[src/rtl/io_atomic_sequencer.sv]
`default_nettype none
//==============================================================================
// Module : io_atomic_sequencer
// Turns one core LR/SC/AMO request into the tagged Wishbone phases io_bus expects.
// Rev    : 1.0
//==============================================================================
`ifndef ADDR_TAG_BITS
`define ADDR_TAG_BITS 2
`endif
`ifndef ADDR_TAG_NONE
`define ADDR_TAG_NONE 2'd0
`endif
`ifndef ADDR_TAG_MODE_LRSC
`define ADDR_TAG_MODE_LRSC 2'd1
`endif
`ifndef ADDR_TAG_MODE_AMO
`define ADDR_TAG_MODE_AMO 2'd2
`endif

module io_atomic_sequencer #(
   parameter int TIMEOUT_CYCLES = 255
) (
   input  logic                      clk_i,
   input  logic                      rst_i,
   input  logic                      req_i,
   input  logic [3:0]                op_i,
   input  logic [31:0]               addr_i,
   input  logic [31:0]               wdata_i,
   output logic                      busy_o,
   output logic                      done_o,
   output logic                      err_o,
   output logic [31:0]               rdata_o,
   output logic                      stb_o,
   output logic                      cyc_o,
   output logic [31:0]               addr_o,
   output logic [`ADDR_TAG_BITS-1:0] addr_tag_o,
   output logic [31:0]               bus_data_o,
   output logic [3:0]                sel_o,
   output logic                      we_o,
   input  logic                      ack_i,
   input  logic                      err_i,
   input  logic [31:0]               bus_data_i,
   input  logic                      data_tag_i
);
   localparam logic [3:0] c_OP_LR   = 4'd0;
   localparam logic [3:0] c_OP_SC   = 4'd1;
   localparam logic [3:0] c_OP_SWAP = 4'd2;
   localparam logic [3:0] c_OP_ADD  = 4'd3;
   localparam logic [3:0] c_OP_XOR  = 4'd4;
   localparam logic [3:0] c_OP_AND  = 4'd5;
   localparam logic [3:0] c_OP_OR   = 4'd6;
   localparam logic [3:0] c_OP_MIN  = 4'd7;
   localparam logic [3:0] c_OP_MAX  = 4'd8;
   localparam logic [3:0] c_OP_MINU = 4'd9;
   localparam logic [3:0] c_OP_MAXU = 4'd10;

   localparam int              c_CW      = (TIMEOUT_CYCLES > 1) ? $clog2(TIMEOUT_CYCLES) : 1;
   localparam logic [c_CW-1:0] c_TO_LAST = c_CW'((TIMEOUT_CYCLES > 0) ? TIMEOUT_CYCLES - 1 : 0);

   typedef enum logic [2:0] {
      S_IDLE = 3'd0,
      S_RD   = 3'd1,
      S_CALC = 3'd2,
      S_WR   = 3'd3,
      S_DONE = 3'd4
   } state_t;

   state_t          r_state;
   logic [3:0]      r_op;
   logic [31:0]     r_wdata;
   logic [31:0]     r_old;
   logic [c_CW-1:0] r_cnt;
   logic            r_bad;

   logic            w_req_bad;
   logic            w_timeout;
   logic            w_fin;
   logic            w_fin_err;
   logic [31:0]     w_fin_data;
   logic [31:0]     w_amo;

   assign sel_o     = 4'hF;
   assign w_req_bad = (addr_i[1:0] != 2'b00) || (op_i > c_OP_MAXU);
   assign w_timeout = (TIMEOUT_CYCLES != 0) && (r_cnt == c_TO_LAST);

   always_comb begin
      w_amo = r_wdata;
      case (r_op)
         c_OP_SWAP: w_amo = r_wdata;
         c_OP_ADD:  w_amo = r_old + r_wdata;
         c_OP_XOR:  w_amo = r_old ^ r_wdata;
         c_OP_AND:  w_amo = r_old & r_wdata;
         c_OP_OR:   w_amo = r_old | r_wdata;
         c_OP_MIN:  w_amo = ($signed(r_old) < $signed(r_wdata)) ? r_old : r_wdata;
         c_OP_MAX:  w_amo = ($signed(r_old) > $signed(r_wdata)) ? r_old : r_wdata;
         c_OP_MINU: w_amo = (r_old < r_wdata) ? r_old : r_wdata;
         c_OP_MAXU: w_amo = (r_old > r_wdata) ? r_old : r_wdata;
         default:   w_amo = r_wdata;
      endcase
   end

   // Every exit into DONE is decided here; an error always beats a same-cycle ack.
   always_comb begin
      w_fin      = 1'b0;
      w_fin_err  = 1'b0;
      w_fin_data = 32'h0;
      case (r_state)
         S_RD: begin
            if (err_i) begin
               w_fin     = 1'b1;
               w_fin_err = 1'b1;
            end else if (ack_i) begin
               if (r_op == c_OP_LR) begin
                  w_fin      = 1'b1;
                  w_fin_data = bus_data_i;
               end
            end else if (w_timeout) begin
               w_fin     = 1'b1;
               w_fin_err = 1'b1;
            end
         end
         S_WR: begin
            if (err_i) begin
               w_fin     = 1'b1;
               w_fin_err = 1'b1;
            end else if (ack_i) begin
               w_fin      = 1'b1;
               w_fin_data = (r_op == c_OP_SC) ? {31'b0, data_tag_i} : r_old;
            end else if (w_timeout) begin
               w_fin     = 1'b1;
               w_fin_err = 1'b1;
            end
         end
         S_CALC: begin
            if (r_bad) begin
               w_fin     = 1'b1;
               w_fin_err = 1'b1;
            end
         end
         default: ;
      endcase
   end

   always_ff @(posedge clk_i) begin
      if (rst_i) begin
         r_state    <= S_IDLE;
         r_op       <= 4'h0;
         r_wdata    <= 32'h0;
         r_old      <= 32'h0;
         r_cnt      <= '0;
         r_bad      <= 1'b0;
         busy_o     <= 1'b0;
         done_o     <= 1'b0;
         err_o      <= 1'b0;
         rdata_o    <= 32'h0;
         stb_o      <= 1'b0;
         cyc_o      <= 1'b0;
         we_o       <= 1'b0;
         addr_o     <= 32'h0;
         addr_tag_o <= `ADDR_TAG_NONE;
         bus_data_o <= 32'h0;
      end else begin
         done_o <= 1'b0;
         if (w_fin) begin
            r_state    <= S_DONE;
            stb_o      <= 1'b0;
            cyc_o      <= 1'b0;
            we_o       <= 1'b0;
            addr_tag_o <= `ADDR_TAG_NONE;
            done_o     <= 1'b1;
            err_o      <= w_fin_err;
            rdata_o    <= w_fin_data;
         end else begin
            case (r_state)
               S_IDLE: begin
                  if (req_i) begin
                     r_op    <= op_i;
                     r_wdata <= wdata_i;
                     addr_o  <= addr_i;
                     busy_o  <= 1'b1;
                     r_cnt   <= '0;
                     // Rejected requests spend one bus-idle cycle in CALC before reporting.
                     if (w_req_bad) begin
                        r_bad   <= 1'b1;
                        r_state <= S_CALC;
                     end else if (op_i == c_OP_SC) begin
                        r_state    <= S_WR;
                        stb_o      <= 1'b1;
                        cyc_o      <= 1'b1;
                        we_o       <= 1'b1;
                        bus_data_o <= wdata_i;
                        addr_tag_o <= `ADDR_TAG_MODE_LRSC;
                     end else begin
                        r_state    <= S_RD;
                        stb_o      <= 1'b1;
                        cyc_o      <= 1'b1;
                        we_o       <= 1'b0;
                        addr_tag_o <= (op_i == c_OP_LR) ? `ADDR_TAG_MODE_LRSC : `ADDR_TAG_MODE_AMO;
                     end
                  end
               end
               S_RD: begin
                  if (ack_i) begin
                     r_old   <= bus_data_i;
                     stb_o   <= 1'b0;
                     r_state <= S_CALC;
                  end else begin
                     r_cnt <= r_cnt + 1'b1;
                  end
               end
               S_CALC: begin
                  r_state    <= S_WR;
                  stb_o      <= 1'b1;
                  we_o       <= 1'b1;
                  bus_data_o <= w_amo;
                  r_cnt      <= '0;
               end
               S_WR: begin
                  r_cnt <= r_cnt + 1'b1;
               end
               S_DONE: begin
                  r_state <= S_IDLE;
                  busy_o  <= 1'b0;
                  err_o   <= 1'b0;
                  rdata_o <= 32'h0;
                  r_bad   <= 1'b0;
               end
               default: r_state <= S_IDLE;
            endcase
         end
      end
   end

endmodule

`default_nettype wire

[config.mk]
export PLATFORM = sky130hd
export DESIGN_NAME = io_atomic_sequencer
export DESIGN_NICKNAME = d
export VERILOG_FILES = /design/src/rtl/io_atomic_sequencer.sv
export SDC_FILE = /design/constraint.sdc
export NUM_CORES = 1
export LEC_CHECK = 0
export BUFFER_PORTS_ARGS = -buffer_cell sky130_fd_sc_hd__buf_2
export CAP_MARGIN = 20
export CORE_ASPECT_RATIO = 1.1
export CORE_MARGIN = 8
export CORE_UTILIZATION = 32
export CTS_CLUSTER_DIAMETER = 100
export DETAILED_ROUTE_END_ITERATION = 10
export GPL_TIMING_DRIVEN = 0
export RECOVER_POWER = 25
export SLEW_MARGIN = 20
export SYNTH_ARGS = -nofsm -noshare
export SYNTH_HDL_FRONTEND = slang
export SYNTH_SLANG_ARGS = --single-unit
[constraint.sdc]
create_clock -name clk_i -period 8.3 [get_ports clk_i]
set_input_delay 0.83 -clock clk_i [delete_from_list [all_inputs] [get_ports clk_i]]
set_output_delay 0.83 -clock clk_i [all_outputs]
set_load 0.02 [all_outputs]
# Word level (Yosys, flattened, before mapping)

Index checks and enable logic that the tools add are counted.

Bits in registers: 184
Bits of input ports: 106
Output and inout bits: 108

Add/subtract/negate cells: 2
Magnitude comparators: 5
Eq/ne operators: 24
Multiplexer cells: 56
Bitwise logic cells: 6
Reduce and logical (&&, ||, !) cells: 23

Operator list:

| kind                                                             | count |
|---|---|
| 32-bit two-way mux                                               | 15 |
| 32-bit case mux with 8 select lines                              | 1 |
| 32-bit case mux with 2 select lines                              | 2 |
| 32-bit > comparator                                              | 2 |
| 32-bit < comparator                                              | 2 |
| 32-bit adder                                                     | 1 |
| 32-bit AND                                                       | 1 |
| 32-bit OR                                                        | 1 |
| 8-bit case mux with 4 select lines                               | 1 |
| 32-bit XOR                                                       | 1 |
| 1-bit two-way mux                                                | 21 |
| 3-bit AND reduction                                              | 7 |
| 4-bit by 3-bit == test with 1-bit output (second input constant) | 4 |
| 8-bit two-way mux                                                | 2 |
| 2-bit inequality test (second input constant)                    | 7 |
| 4-bit == test (second input constant)                            | 3 |
| 3-bit case mux with 4 select lines                               | 1 |
| 4-bit AND reduction                                              | 3 |
| 3-bit two-way mux                                                | 3 |
| 8-bit by 1-bit adder with 8-bit output (second input constant)   | 1 |
| 4-bit by 1-bit == test with 1-bit output (second input constant) | 2 |
| 8-bit == test (second input constant)                            | 1 |
| 4-bit logical NOT                                                | 2 |
| 2-bit two-way mux                                                | 4 |
| other kinds (16)                                                 | 28 |

# Longest topological paths before layout

Depth in word-level cells: 7
Gate-level depth with buffers: 15
Mapped depth without buffers: 12

# Worst setup path before layout

Ideal clock, no wire load.

Path type: reg-to-reg
From: register r_wdata[25]
To: register bus_data_o[27]
Setup time: 0.103 ns
Arrival: 3.057 ns
Data required time: 8.197 ns
Path slack: 5.140 ns
Stages on the path, launching flop included: 16
Path buffers: 3
Cells stage by stage: dfxtp_1 -> inv_1 -> ha_1 -> buf_2 -> nor4_4 -> nand4_2 -> nor4b_4 -> o41ai_2 -> nand2_2 -> buf_4 -> mux2i_4 -> buf_4 -> nand2_1 -> nand4_1 -> a221oi_1 -> a2111oi_2

Word-level cells in the longest chain between the ends: 4

Ends and longest elaborated chain:

| element                                      | line | text |
|---|---|---|
| start: declaration                           | 70   | `logic [31:0] r_wdata;` |
| start signal: assignment                     | 178  | `r_wdata <= wdata_i;` |
| 32-bit > comparator (tied with other cells)  | 97   | `c_OP_MAXU: w_amo = (r_old > r_wdata) ? r_old : r_wdata;` |
| 32-bit two-way mux, on equally long branches | --   |  |
| 32-bit case mux with 8 select lines (*)      | 88   | `case (r_op)` |
| 32-bit case mux with 2 select lines (*)      | 174  | `case (r_state)` |
| end signal: assignment                       | 191  | `bus_data_o <= wdata_i;` |
| end signal: assignment                       | 215  | `bus_data_o <= w_amo;` |
| end: declaration                             | 37   | `output logic [31:0] bus_data_o,` |

Mark *: on every way between the ends. The rest lies on a longest branch, timed or not.
A chain may end at the register's enable or synchronous reset.

# Final worst setup path

From: register r_old[15]
To: register bus_data_o[8]

Word-level cells in the longest chain between the ends: 4

Ends and longest elaborated chain:

| element                                      | line | text |
|---|---|---|
| start: declaration                           | 71   | `logic [31:0] r_old;` |
| start signal: assignment                     | 204  | `r_old <= bus_data_i;` |
| 32-bit > comparator (tied with other cells)  | 97   |  |
| 32-bit two-way mux, on equally long branches | --   |  |
| 32-bit case mux with 8 select lines (*)      | 88   |  |
| 32-bit case mux with 2 select lines (*)      | 174  |  |

Marked as above.

==> out/metrics.yaml <==
clock_network:
  cts.clk_slew.worst_paths_ns: 0.07
  hold_buffers: 0
  clock_sinks: 184
  cts_buffers: 17
  cts_tree: "done"
  clk_path_buf_depth: 2
  ctsResizeCount: 0
  worst_skew_pair.late_latency_ns: 0.48
  cts_setup_buffers: 0
  htreeDepth: 4
  cts_root_buffer: "clkbuf_16"
final_layout:
  drive_above_1_share_pct: 11.8
  fillers: 4026
  syn_to_final_growth_pct: 18.6
  final_nets: 2025
sta:
  slew_viol_final: 0
  fin_tns_setup_ns: 0
  period_minus_slack_ns: 4.31
  grt_setup_unrepaired: "false"
  slew_headroom_pct: 24.5
  fin_crit_sh_pct: 52.0
  max_freq_mhz: 232
  setup_viol: 0
  fin_skew_ns: 0.0234
  hold_slack_ns: 0.448
  tightest_slew_ns: 1.10
  hold_viol: 0
  setup_ws_ns: 3.99
detailed_routing:
  vias: 12900
  drt-total-wl_um: 50700
  first_iter_violations: 1200
  first_pass_iters: 5
  final_antenna_net_count: 0
  avgViaCountPerCell: 5.53
  drcViolationCount: 0
  wl_per_cell_um: 21.7
yosys:
  ys_seq_area_share_pct: 31.1
  synth_fa_ha_area_share_pct: 10.5
  ys_async_sr_fraction_pct: 0
  synth_compound_area_share_pct: 27.3
  syn_area_um2: 11800
  synth-xor-area-share_pct: 2.22
  synth.area.top_cells: "dfxtp_1 31%, ha_1 10%, nand2_1 9.9%, a21oi_1 8.0%, o21ai_0 3.7%"
  post-synth-top-area-fraction_pct: 31.1
  syn-mean-instance-area_um2: 7.45
  synth_edf_count: 0
  ys_types: 72
  yosys.area.top_type: "dfxtp_1"
  syn_inst: 1590
  synth_top_family_by_area: "compound AO/OA/AOI/OAI gates"
  synth_mux_area_share_pct: 0.719
  ys_ff_latch: 184
  synth_ff_type: "dfxtp_1"
  synthSimpleGateAreaFrac_pct: 20.9
  yosysWarnings: 0
setup_path:
  cp_top_family: "simple AND/OR/NAND/NOR gates"
  path_class: "register to register"
  ff2ff_setup_slack_ns: 3.99
  cp.buffers_inverters: 4
  rr_startpoint: "r_old[15]"
  r2r_end: "bus_data_o[8]"
  arrival_ns: 4.70
  ff2ff_path_depth: 15
  cp_slowest_cell: "dfxtp_1"
  critPathCaptureType: "register"
  critPathMaxFanout: 10
  cp_slowest_stage_delay_ns: 0.58
  crit_chain: "inv_1, ha_1, clkbuf_1, nor4_1, nand4_1, a21oi_1, o41ai_2, nand2_2, buf_4, mux2i_4, buf_4, nand2_1, a21oi_1, o221ai_1, a31oi_1"
  critical_path_required_ns: 8.68
  crit_path_start_kind: "register"
hold_path:
  min_path_type: "register to register"
  holdPathEnd: "cyc_o"
  hold_depth: 2
  min-delay-start: "cyc_o"
global_routing:
  met1_usage_pct: 28.6
  met3_usage_pct: 5.93
  met2_usage_pct: 37.4
  grt_pass1_vias: 12400
  grt-busiest-layer: "met2"
  grt_remaining_overflow: 0
  grt_max_degree: 21
  grt_first_pass_wirelength_um: 76100
  antenna_found_initial: 4
  grt.total_usage_pct: 23.0
floorplanning:
  num_rows: 74
  ioPinCount: 214
  core_area_um2: 36900
  die_h_um: 218
  die_area_um2: 43400
  start_util_pct: 32.1
  fp.dieW_um: 199
pwr:
  ir_drop_mv: 0.143
  p_per_area_nw_per_um2: 219
  p_leak_nw: 5.34
placed_design:
  dp_slack_ns: 3.89
  portBuffers: 208
  gp_congestion: 0.971
  dpl.hpwl_um: 39100
job:
  drv_cap: 0
outcome:
  status: "finished clean"
==> cell families after synthesis <==
kind of cell               count (synthesis)
adders and majority gates                 99
other                                      1
AOI/OAI and AO/OA                        501
DFF                                      184
muxes                                      6
xor gates and xnor gates                  30
buffers and inverters                    204
and+or+nand+nor                          565
==> stage by stage <==
step	power, mW	utilization (%)	instance area (um^2)	cells
floorplan	1.79	-	11800	1593
global route	3.22	38.1	14000	2328
detailed placement	2.23	36.7	13500	2295
CTS	3.08	38.3	14100	2327
finish	3.07	38.1	14000	2332
global placement	2.21	36.7	13500	2295
==> area by class of cell <==
| type | instances | area, um^2 | area share, % |
|---|---|---|---|
| diodes | 5 | 12.5 | 0.0891 |
| plain buffers | 122 | 536 | 3.81 |
| repair buffers | 208 | 952 | 6.78 |
| clock buffers | 17 | 425 | 3.03 |
| multi-input cells | 1205 | 7340 | 52.3 |
| inverters | 82 | 308 | 2.19 |
| well taps | 494 | 618 | 4.40 |
| clock inverters | 15 | 169 | 1.20 |
| flip-flops and latches | 184 | 3680 | 26.2 |
==> metal layers <==
metal | part of all wire [%] | routed length [um]
met1 | 41 | 20700
met2 | 46 | 23300
met3 | 9.5 | 4820
met4 | 3.5 | 1780
met5 | 0.026 | 13
==> worst register-to-register path, cell delays in order, from the launching register on <==
cell,delay [ns]
dfxtp_1,0.58
inv_1,0.12
ha_1,0.29
clkbuf_1,0.23
nor4_1,0.55
nand4_1,0.26
a21oi_1,0.27
o41ai_2,0.12
nand2_2,0.15
buf_4,0.21
mux2i_4,0.47
buf_4,0.36
nand2_1,0.12
a21oi_1,0.14
o221ai_1,0.15
a31oi_1,0.22
==> worst max path at each step <==
stage | slack, ns | from | depth (start not counted) | to
2_1_floorplan | 5.14 | r_wdata[25] | 15 | bus_data_o[27]
3_3_place_gp | 3.59 | req_i | 8 | bus_data_o[9]
3_5_place_dp | 3.89 | op_i[1] | 9 | bus_data_o[9]
4_1_cts | 4.10 | r_old[15] | 15 | bus_data_o[8]
5_1_grt | 3.77 | r_old[15] | 15 | bus_data_o[8]
6_report | 3.99 | r_old[15] | 15 | bus_data_o[8]
==> synth_stat cells (4+ instances only) <==
| cell | number |
|---|---|
| dfxtp_1 | 184 |
| a221o_1 | 6 |
| o211ai_1 | 10 |
| a2111oi_0 | 12 |
| buf_4 | 10 |
| inv_1 | 82 |
| nor2_1 | 117 |
| nor2b_1 | 10 |
| nand2b_1 | 10 |
| a311oi_1 | 15 |
| nor3_1 | 20 |
| nand3_1 | 34 |
| a211oi_1 | 8 |
| and3_1 | 8 |
| o21ai_0 | 88 |
| or2_2 | 8 |
| nand2_1 | 313 |
| clkbuf_1 | 97 |
| a221oi_1 | 40 |
| a21oi_1 | 189 |
| a21o_1 | 20 |
| ha_1 | 98 |
| buf_6 | 4 |
| mux2i_1 | 4 |
| nor4_1 | 4 |
| o2111ai_1 | 16 |
| a22oi_1 | 47 |
| xnor2_1 | 19 |
| a31oi_1 | 7 |
| xor2_1 | 11 |
| and2_1 | 4 |
| o21bai_1 | 10 |
| buf_2 | 8 |
| or3_1 | 6 |
| nand4_1 | 12 |
==> power by group <==
group          total [mW]  internal (mW)  switching (mW)
clock network       0.853          0.409           0.445
logic                1.15          0.345           0.800
registers            1.07          0.980          0.0908
==> cells in the final DEF (no fill, tap or decap), types with 11 or more instances in the layout <==
master / Yosys / routed
nand2_1: 313 / 313
a21oi_1: 189 / 189
dfxtp_1: 184 / 184
clkbuf_1: 97 / 168
buf_2: 8 / 145
nor2_1: 117 / 117
ha_1: 98 / 98
o21ai_0: 88 / 88
inv_1: 82 / 82
a22oi_1: 47 / 47
a221oi_1: 40 / 40
nand3_1: 34 / 34
a21o_1: 20 / 20
xnor2_1: 19 / 19
nor3_1: 20 / 19
clkbuf_16: 0 / 17
o2111ai_1: 16 / 16
a311oi_1: 15 / 15
nand4_1: 12 / 12
a2111oi_0: 12 / 12
xor2_1: 11 / 11
==> sequential cells by signal (all words and copies together) (netlist names) <==
signal	flops
done_o	1
r_op	4
bus_data_o	32
err_o	1
addr_tag_o	2
r_bad	1
stb_o	1
r_cnt	8
rdata_o	32
r_old	32
r_state	3
r_wdata	32
cyc_o	1
busy_o	1
we_o	1
addr_o	32
(Power assumes the default switching activity.)
